==> src/rtl/hazard_pkg.sv <==
// ============================================================================
// Module      : hazard_pkg
// Description : Shared widths, scoreboard entry record and Tnew helper for the
//               D-stage hazard scoreboard.
// Revision    : 1.0 - initial release
// ============================================================================
`default_nettype none

package hazard_pkg;

    localparam int REG_AW       = 5;
    localparam int TW           = 3;
    localparam int MULT_CYC_DEF = 5;
    localparam int DIV_CYC_DEF  = 10;

    // A Tuse of all-ones marks an operand that the instruction never reads.
    localparam logic [TW-1:0] TUSE_NONE = '1;

    typedef struct packed {
        logic              valid;
        logic [REG_AW-1:0] dst;
        logic [TW-1:0]     tnew;
        logic              md;
    } entry_t;

    function automatic logic [TW-1:0] sat_dec(input logic [TW-1:0] v);
        return (v == '0) ? v : v - TW'(1);
    endfunction

endpackage

`default_nettype wire

==> src/rtl/md_busy_ctr.sv <==
// ============================================================================
// Module      : md_busy_ctr
// Description : Mult/div unit busy counter. Loads the operation latency and
//               counts down to zero every cycle, regardless of pipeline freeze.
// Revision    : 1.0 - initial release
// ============================================================================
`default_nettype none

module md_busy_ctr
    import hazard_pkg::*;
#(
    parameter int MULT_CYC = MULT_CYC_DEF,
    parameter int DIV_CYC  = DIV_CYC_DEF,
    parameter int CW       = $clog2(DIV_CYC + 1)
) (
    input  logic          clk,
    input  logic          reset,
    input  logic          i_load,
    input  logic          i_div,
    output logic          o_busy,
    output logic [CW-1:0] o_count
);

    localparam logic [CW-1:0] C_MULT = CW'(MULT_CYC);
    localparam logic [CW-1:0] C_DIV  = CW'(DIV_CYC);

    logic [CW-1:0] count_q;
    logic [CW-1:0] count_d;

    always_comb begin
        count_d = count_q;
        if (i_load) begin
            count_d = i_div ? C_DIV : C_MULT;
        end else if (count_q != '0) begin
            count_d = count_q - CW'(1);
        end
    end

    always_ff @(posedge clk or negedge reset) begin
        if (!reset) begin
            count_q <= '0;
        end else begin
            count_q <= count_d;
        end
    end

    assign o_busy  = (count_q != '0);
    assign o_count = count_q;

endmodule

`default_nettype wire

==> src/rtl/hazard_scoreboard.sv <==
// ============================================================================
// Module      : hazard_scoreboard
// Description : D-stage stall unit built on an in-flight producer scoreboard
//               plus a mult/div busy counter. Optional stall statistics are
//               enabled with the HAZARD_STAT_EN macro.
// Revision    : 1.0 - initial release
// ============================================================================
`default_nettype none

module hazard_scoreboard #(
    parameter int REG_AW   = hazard_pkg::REG_AW,
    parameter int TW       = hazard_pkg::TW,
    parameter int NSTAGE   = 3,
    parameter int MULT_CYC = hazard_pkg::MULT_CYC_DEF,
    parameter int DIV_CYC  = hazard_pkg::DIV_CYC_DEF,
    parameter int CNT_W    = 32
) (
    input  logic              clk,
    input  logic              reset,
    input  logic              adv,
    input  logic [REG_AW-1:0] d_rs,
    input  logic [REG_AW-1:0] d_rt,
    input  logic [TW-1:0]     d_rs_use,
    input  logic [TW-1:0]     d_rt_use,
    input  logic [REG_AW-1:0] d_dst,
    input  logic [TW-1:0]     d_tnew,
    input  logic              d_md_start,
    input  logic              d_md_div,
    input  logic              d_md_acc,
    output logic              stall,
    output logic              md_busy,
    output logic [CNT_W-1:0]  stall_cnt,
    output logic [CNT_W-1:0]  md_stall_cnt
);

    import hazard_pkg::*;

    localparam int C_MD_W = $clog2(DIV_CYC + 1);

    entry_t entry_q [NSTAGE];
    entry_t entry_d [NSTAGE];

    logic              w_hit_rs;
    logic              w_hit_rt;
    logic              w_haz_rs;
    logic              w_haz_rt;
    logic              w_mdu_haz;
    logic              w_md_load;
    logic [C_MD_W-1:0] w_md_count;
    logic              w_unused;

    // Youngest matching producer wins; older matches for the same register are masked.
    always_comb begin
        w_hit_rs = 1'b0;
        w_hit_rt = 1'b0;
        w_haz_rs = 1'b0;
        w_haz_rt = 1'b0;
        for (int i = 0; i < NSTAGE; i++) begin
            if (!w_hit_rs && entry_q[i].valid && (d_rs != '0) && (entry_q[i].dst == d_rs)) begin
                w_hit_rs = 1'b1;
                w_haz_rs = (d_rs_use != TUSE_NONE) && (entry_q[i].tnew > d_rs_use);
            end
            if (!w_hit_rt && entry_q[i].valid && (d_rt != '0) && (entry_q[i].dst == d_rt)) begin
                w_hit_rt = 1'b1;
                w_haz_rt = (d_rt_use != TUSE_NONE) && (entry_q[i].tnew > d_rt_use);
            end
        end
    end

    assign w_mdu_haz = (d_md_start | d_md_acc) & md_busy;
    assign stall     = w_haz_rs | w_haz_rt | w_mdu_haz;
    assign w_md_load = adv & ~stall & d_md_start;

    always_comb begin
        for (int k = 0; k < NSTAGE; k++) begin
            entry_d[k] = entry_q[k];
        end
        if (adv) begin
            for (int k = 1; k < NSTAGE; k++) begin
                entry_d[k]      = entry_q[k-1];
                entry_d[k].tnew = sat_dec(entry_q[k-1].tnew);
            end
            if (stall) begin
                entry_d[0] = '0;
            end else begin
                entry_d[0].valid = 1'b1;
                entry_d[0].dst   = d_dst;
                entry_d[0].tnew  = d_tnew;
                entry_d[0].md    = d_md_start;
            end
        end
    end

    always_ff @(posedge clk or negedge reset) begin
        if (!reset) begin
            for (int k = 0; k < NSTAGE; k++) begin
                entry_q[k] <= '0;
            end
        end else begin
            for (int k = 0; k < NSTAGE; k++) begin
                entry_q[k] <= entry_d[k];
            end
        end
    end

    md_busy_ctr #(
        .MULT_CYC (MULT_CYC),
        .DIV_CYC  (DIV_CYC),
        .CW       (C_MD_W)
    ) u_md_busy_ctr (
        .clk     (clk),
        .reset   (reset),
        .i_load  (w_md_load),
        .i_div   (d_md_div),
        .o_busy  (md_busy),
        .o_count (w_md_count)
    );

    // The md tag and raw count are kept for debug visibility only.
    assign w_unused = ^{entry_q[NSTAGE-1].md, w_md_count};

`ifdef HAZARD_STAT_EN
    logic [CNT_W-1:0] stall_cnt_q;
    logic [CNT_W-1:0] stall_cnt_d;
    logic [CNT_W-1:0] md_stall_cnt_q;
    logic [CNT_W-1:0] md_stall_cnt_d;

    always_comb begin
        stall_cnt_d    = stall_cnt_q;
        md_stall_cnt_d = md_stall_cnt_q;
        if (adv && stall) begin
            if (stall_cnt_q != '1) begin
                stall_cnt_d = stall_cnt_q + CNT_W'(1);
            end
            if (w_mdu_haz && (md_stall_cnt_q != '1)) begin
                md_stall_cnt_d = md_stall_cnt_q + CNT_W'(1);
            end
        end
    end

    always_ff @(posedge clk or negedge reset) begin
        if (!reset) begin
            stall_cnt_q    <= '0;
            md_stall_cnt_q <= '0;
        end else begin
            stall_cnt_q    <= stall_cnt_d;
            md_stall_cnt_q <= md_stall_cnt_d;
        end
    end

    assign stall_cnt    = stall_cnt_q;
    assign md_stall_cnt = md_stall_cnt_q;
`else
    assign stall_cnt    = '0;
    assign md_stall_cnt = '0;
`endif

endmodule

`default_nettype wire

==> config.mk <==
export PLATFORM = sky130hd
export DESIGN_NAME = hazard_scoreboard
export DESIGN_NICKNAME = d
export VERILOG_FILES = /design/src/rtl/hazard_pkg.sv /design/src/rtl/md_busy_ctr.sv /design/src/rtl/hazard_scoreboard.sv
export SDC_FILE = /design/constraint.sdc
export NUM_CORES = 1
export LEC_CHECK = 0
export CORE_UTILIZATION = 49
export DETAILED_ROUTE_END_ITERATION = 7
export PLACE_DENSITY = 0.86
export SETUP_SLACK_MARGIN = 0.1
export SYNTH_ARGS = -nofsm -noshare
export SYNTH_HDL_FRONTEND = slang
export SYNTH_SLANG_ARGS = --single-unit
==> constraint.sdc <==
create_clock -name clk -period 4.7 [get_ports clk]
set_clock_uncertainty 0.15 [all_clocks]
set_input_delay 0.47 -clock clk [delete_from_list [all_inputs] [get_ports clk]]
set_output_delay 0.47 -clock clk [all_outputs]
set_load 0.03 [all_outputs]
==> flow_summary.toml <==
[outcome]
status = "complete, no violations"

[run]
cap_violations = 0

[floorplan]
io_pins = 96
die_area_um2 = 5790
die_y_um = 76.1
initial_core_util_pct = 51.7
die_x_um = 76.1
rows = 26
coreArea_um2 = 5200

[finish]
drive_gt1_share_pct = 7.60
n_fill_cell = 480
mostFrequentLayoutCell = "conb_1"
final_util_pct = 56.3
finalNetCount = 384
final_cell_mix = "64 x conb_1, 31 x dfrtp_1, 31 x clkdlybuf4s50_1"
area_growth_pct = 9.02
fin_area_um2 = 2930
num_antenna_cells = 0

[critical_path]
required_ns = 4.08
cp_max_fo = 3
cp-end-kind = "output pin"
start_kind = "primary input"
rr_worst_depth = 9
cp_data_arrival_time_ns = 3.02
worstSetupPathType = "in -> out"

[route]
vias = 1883
drtAntennaViolNets = 0
drc_errors = 0
vias_per_cell = 4.72
avgRoutedWirePerCell_um = 12.6
wirelength_um = 5020
first_pass_iters = 4
drt_iter0_drc = 68

[cts]
h-tree-depth = 2
post-cts-setup-buffer-count = 0
insertion_delay_ns = 0.29
clk_path_buf_depth = 2
clk_pin_slew_ns = 0.06
ctsHoldBuffers = 0
numCtsBuffers = 5
cts-root-buf = "clkbuf_8"
cts_resized = 0
clock_sinks = 31
cts_tree = "built"

[yosys]
synth_top_area_cell = "dfrtp_1"
synth.top_cell.area_share_pct = 28.8
synth_warnings = 0
synth_cell_types = 37
synthFlopType = "dfrtp_1"
ys_seq_elements = 31
netlist_area_um2 = 2690
seq_area_frac_synth_pct = 28.8
netlist_instances = 292
ys_async_sr_fraction_pct = 100
synth_edf_count = 0
avgSynthCellArea_um2 = 9.21
netlist_top_cells_area = "dfrtp_1 29%, buf_4 18%, ha_1 12%"

[place]
dp_hpwl_um = 4090
numPortBuffers = 31
place.gp.congestion = 0.924
post_dp_cell_area_um2 = 2850

[global_route]
grt_max_degree = 42
grt.overflow.total = 0
first_global_vias = 1851
grt_pass1_wl_um = 8330
grt_antenna_before_repair = 0
grt_usage_pct = 18.3

[sta]
drv_slew = 0
hold_ws_ns = 0.422
final-setup-viol-count = 0
rsz0062_at_grt = "false"
tns_ns = 0
fmax_ghz = 0.275
fin_crit_ns = 3.64
hold_viol = 0
post-route-period-util_pct = 77.4

[power_and_ir_drop]
p_per_area_nw_per_um2 = 391
irDropWorstVdd_mv = 0.244
leakagePower_uw = 0.00144

[hold_path]
min_path_type = "in -> async"
flip-flops by register name (all words and copies together) (netlist names):
register,cells
u_md_busy_ctr.o_count,4
entry_q,27
worst paths after layout:
kind,slack (ns),startpoint,to
max in group asynchronous,3.69,reset,u_md_busy_ctr.o_count[1]
setup reg to reg,2.37,entry_q[12],u_md_busy_ctr.o_count[2]
min in group clk,0.42,entry_q[9],entry_q[9]
hold / removal,0.42,reset,entry_q[23]
setup / recovery,1.06,d_rs_use[1],stall
hold reg to reg,0.42,entry_q[9],entry_q[9]
per-layer routing:
layer  vias up  share of wire [%]  wire length (um)  GRT usage (%)
met5         -                  0                 0              0
met4         0                3.4               170           8.65
met3        15                6.2               313           4.07
met2        93                 50              2500           32.0
met1       852                 41              2040           21.1
li1        923                  -                 -              -
synth_stat cells, types with 5 or more instances:
master	count
dfrtp_1	31
inv_1	27
nor2_1	7
nand3_1	8
buf_4	65
nand2_1	16
o22ai_1	8
xor2_1	16
mux2_2	13
ha_1	26
xnor2_1	18
o21ai_0	9
a21oi_1	5
kinds of logic after synthesis:
| kind of cell | share of synthesized area [%] |
|---|---|
| simple gates | 8.70 |
| xor+xnor | 11.1 |
| buf+inv | 22.5 |
| fa+ha+maj | 12.1 |
| mux | 7.40 |
| flops | 28.8 |
| other cells | 0.139 |
| compound gates | 9.30 |
per-stage QoR:
| step | total power [uW] | worst slack (ns) | instances |
|---|---|---|---|
| global placement | 921 | 1.14 | 391 |
| finish | 1150 | 1.06 | 399 |
| CTS | 1150 | 1.06 | 399 |
| floorplan | 839 | 2.30 | 355 |
| detailed placement | 947 | 1.10 | 391 |
| global route | 1240 | 0.869 | 399 |
worst max-delay path, stage by stage:
cell and delay, ns:
clkdlybuf4s50_1 0.51, inv_1 0.10, ha_1 0.30, nor2b_1 0.11, o21ai_0 0.08, a211oi_1 0.24
mux2i_1 0.10, o21ai_1 0.24, or2_1 0.18, clkdlybuf4s50_1 0.69
layout make-up:
type / count / area, um^2 / area share [%]
timing repair buffer: 35 / 340 / 11.6
multi-input combinational: 228 / 1550 / 52.7
tap: 70 / 87.6 / 2.99
inverter: 27 / 101 / 3.46
clock inverter: 1 / 5.00 / 0.171
clock buffer: 7 / 76.3 / 2.60
sequential: 31 / 776 / 26.5
report_power, final:
group          internal [uW]  switching, uW
Sequential               344           83.9
Combinational            231            285
Clock                    104           99.0
Note: power is estimated with default switching activity, not from simulation.
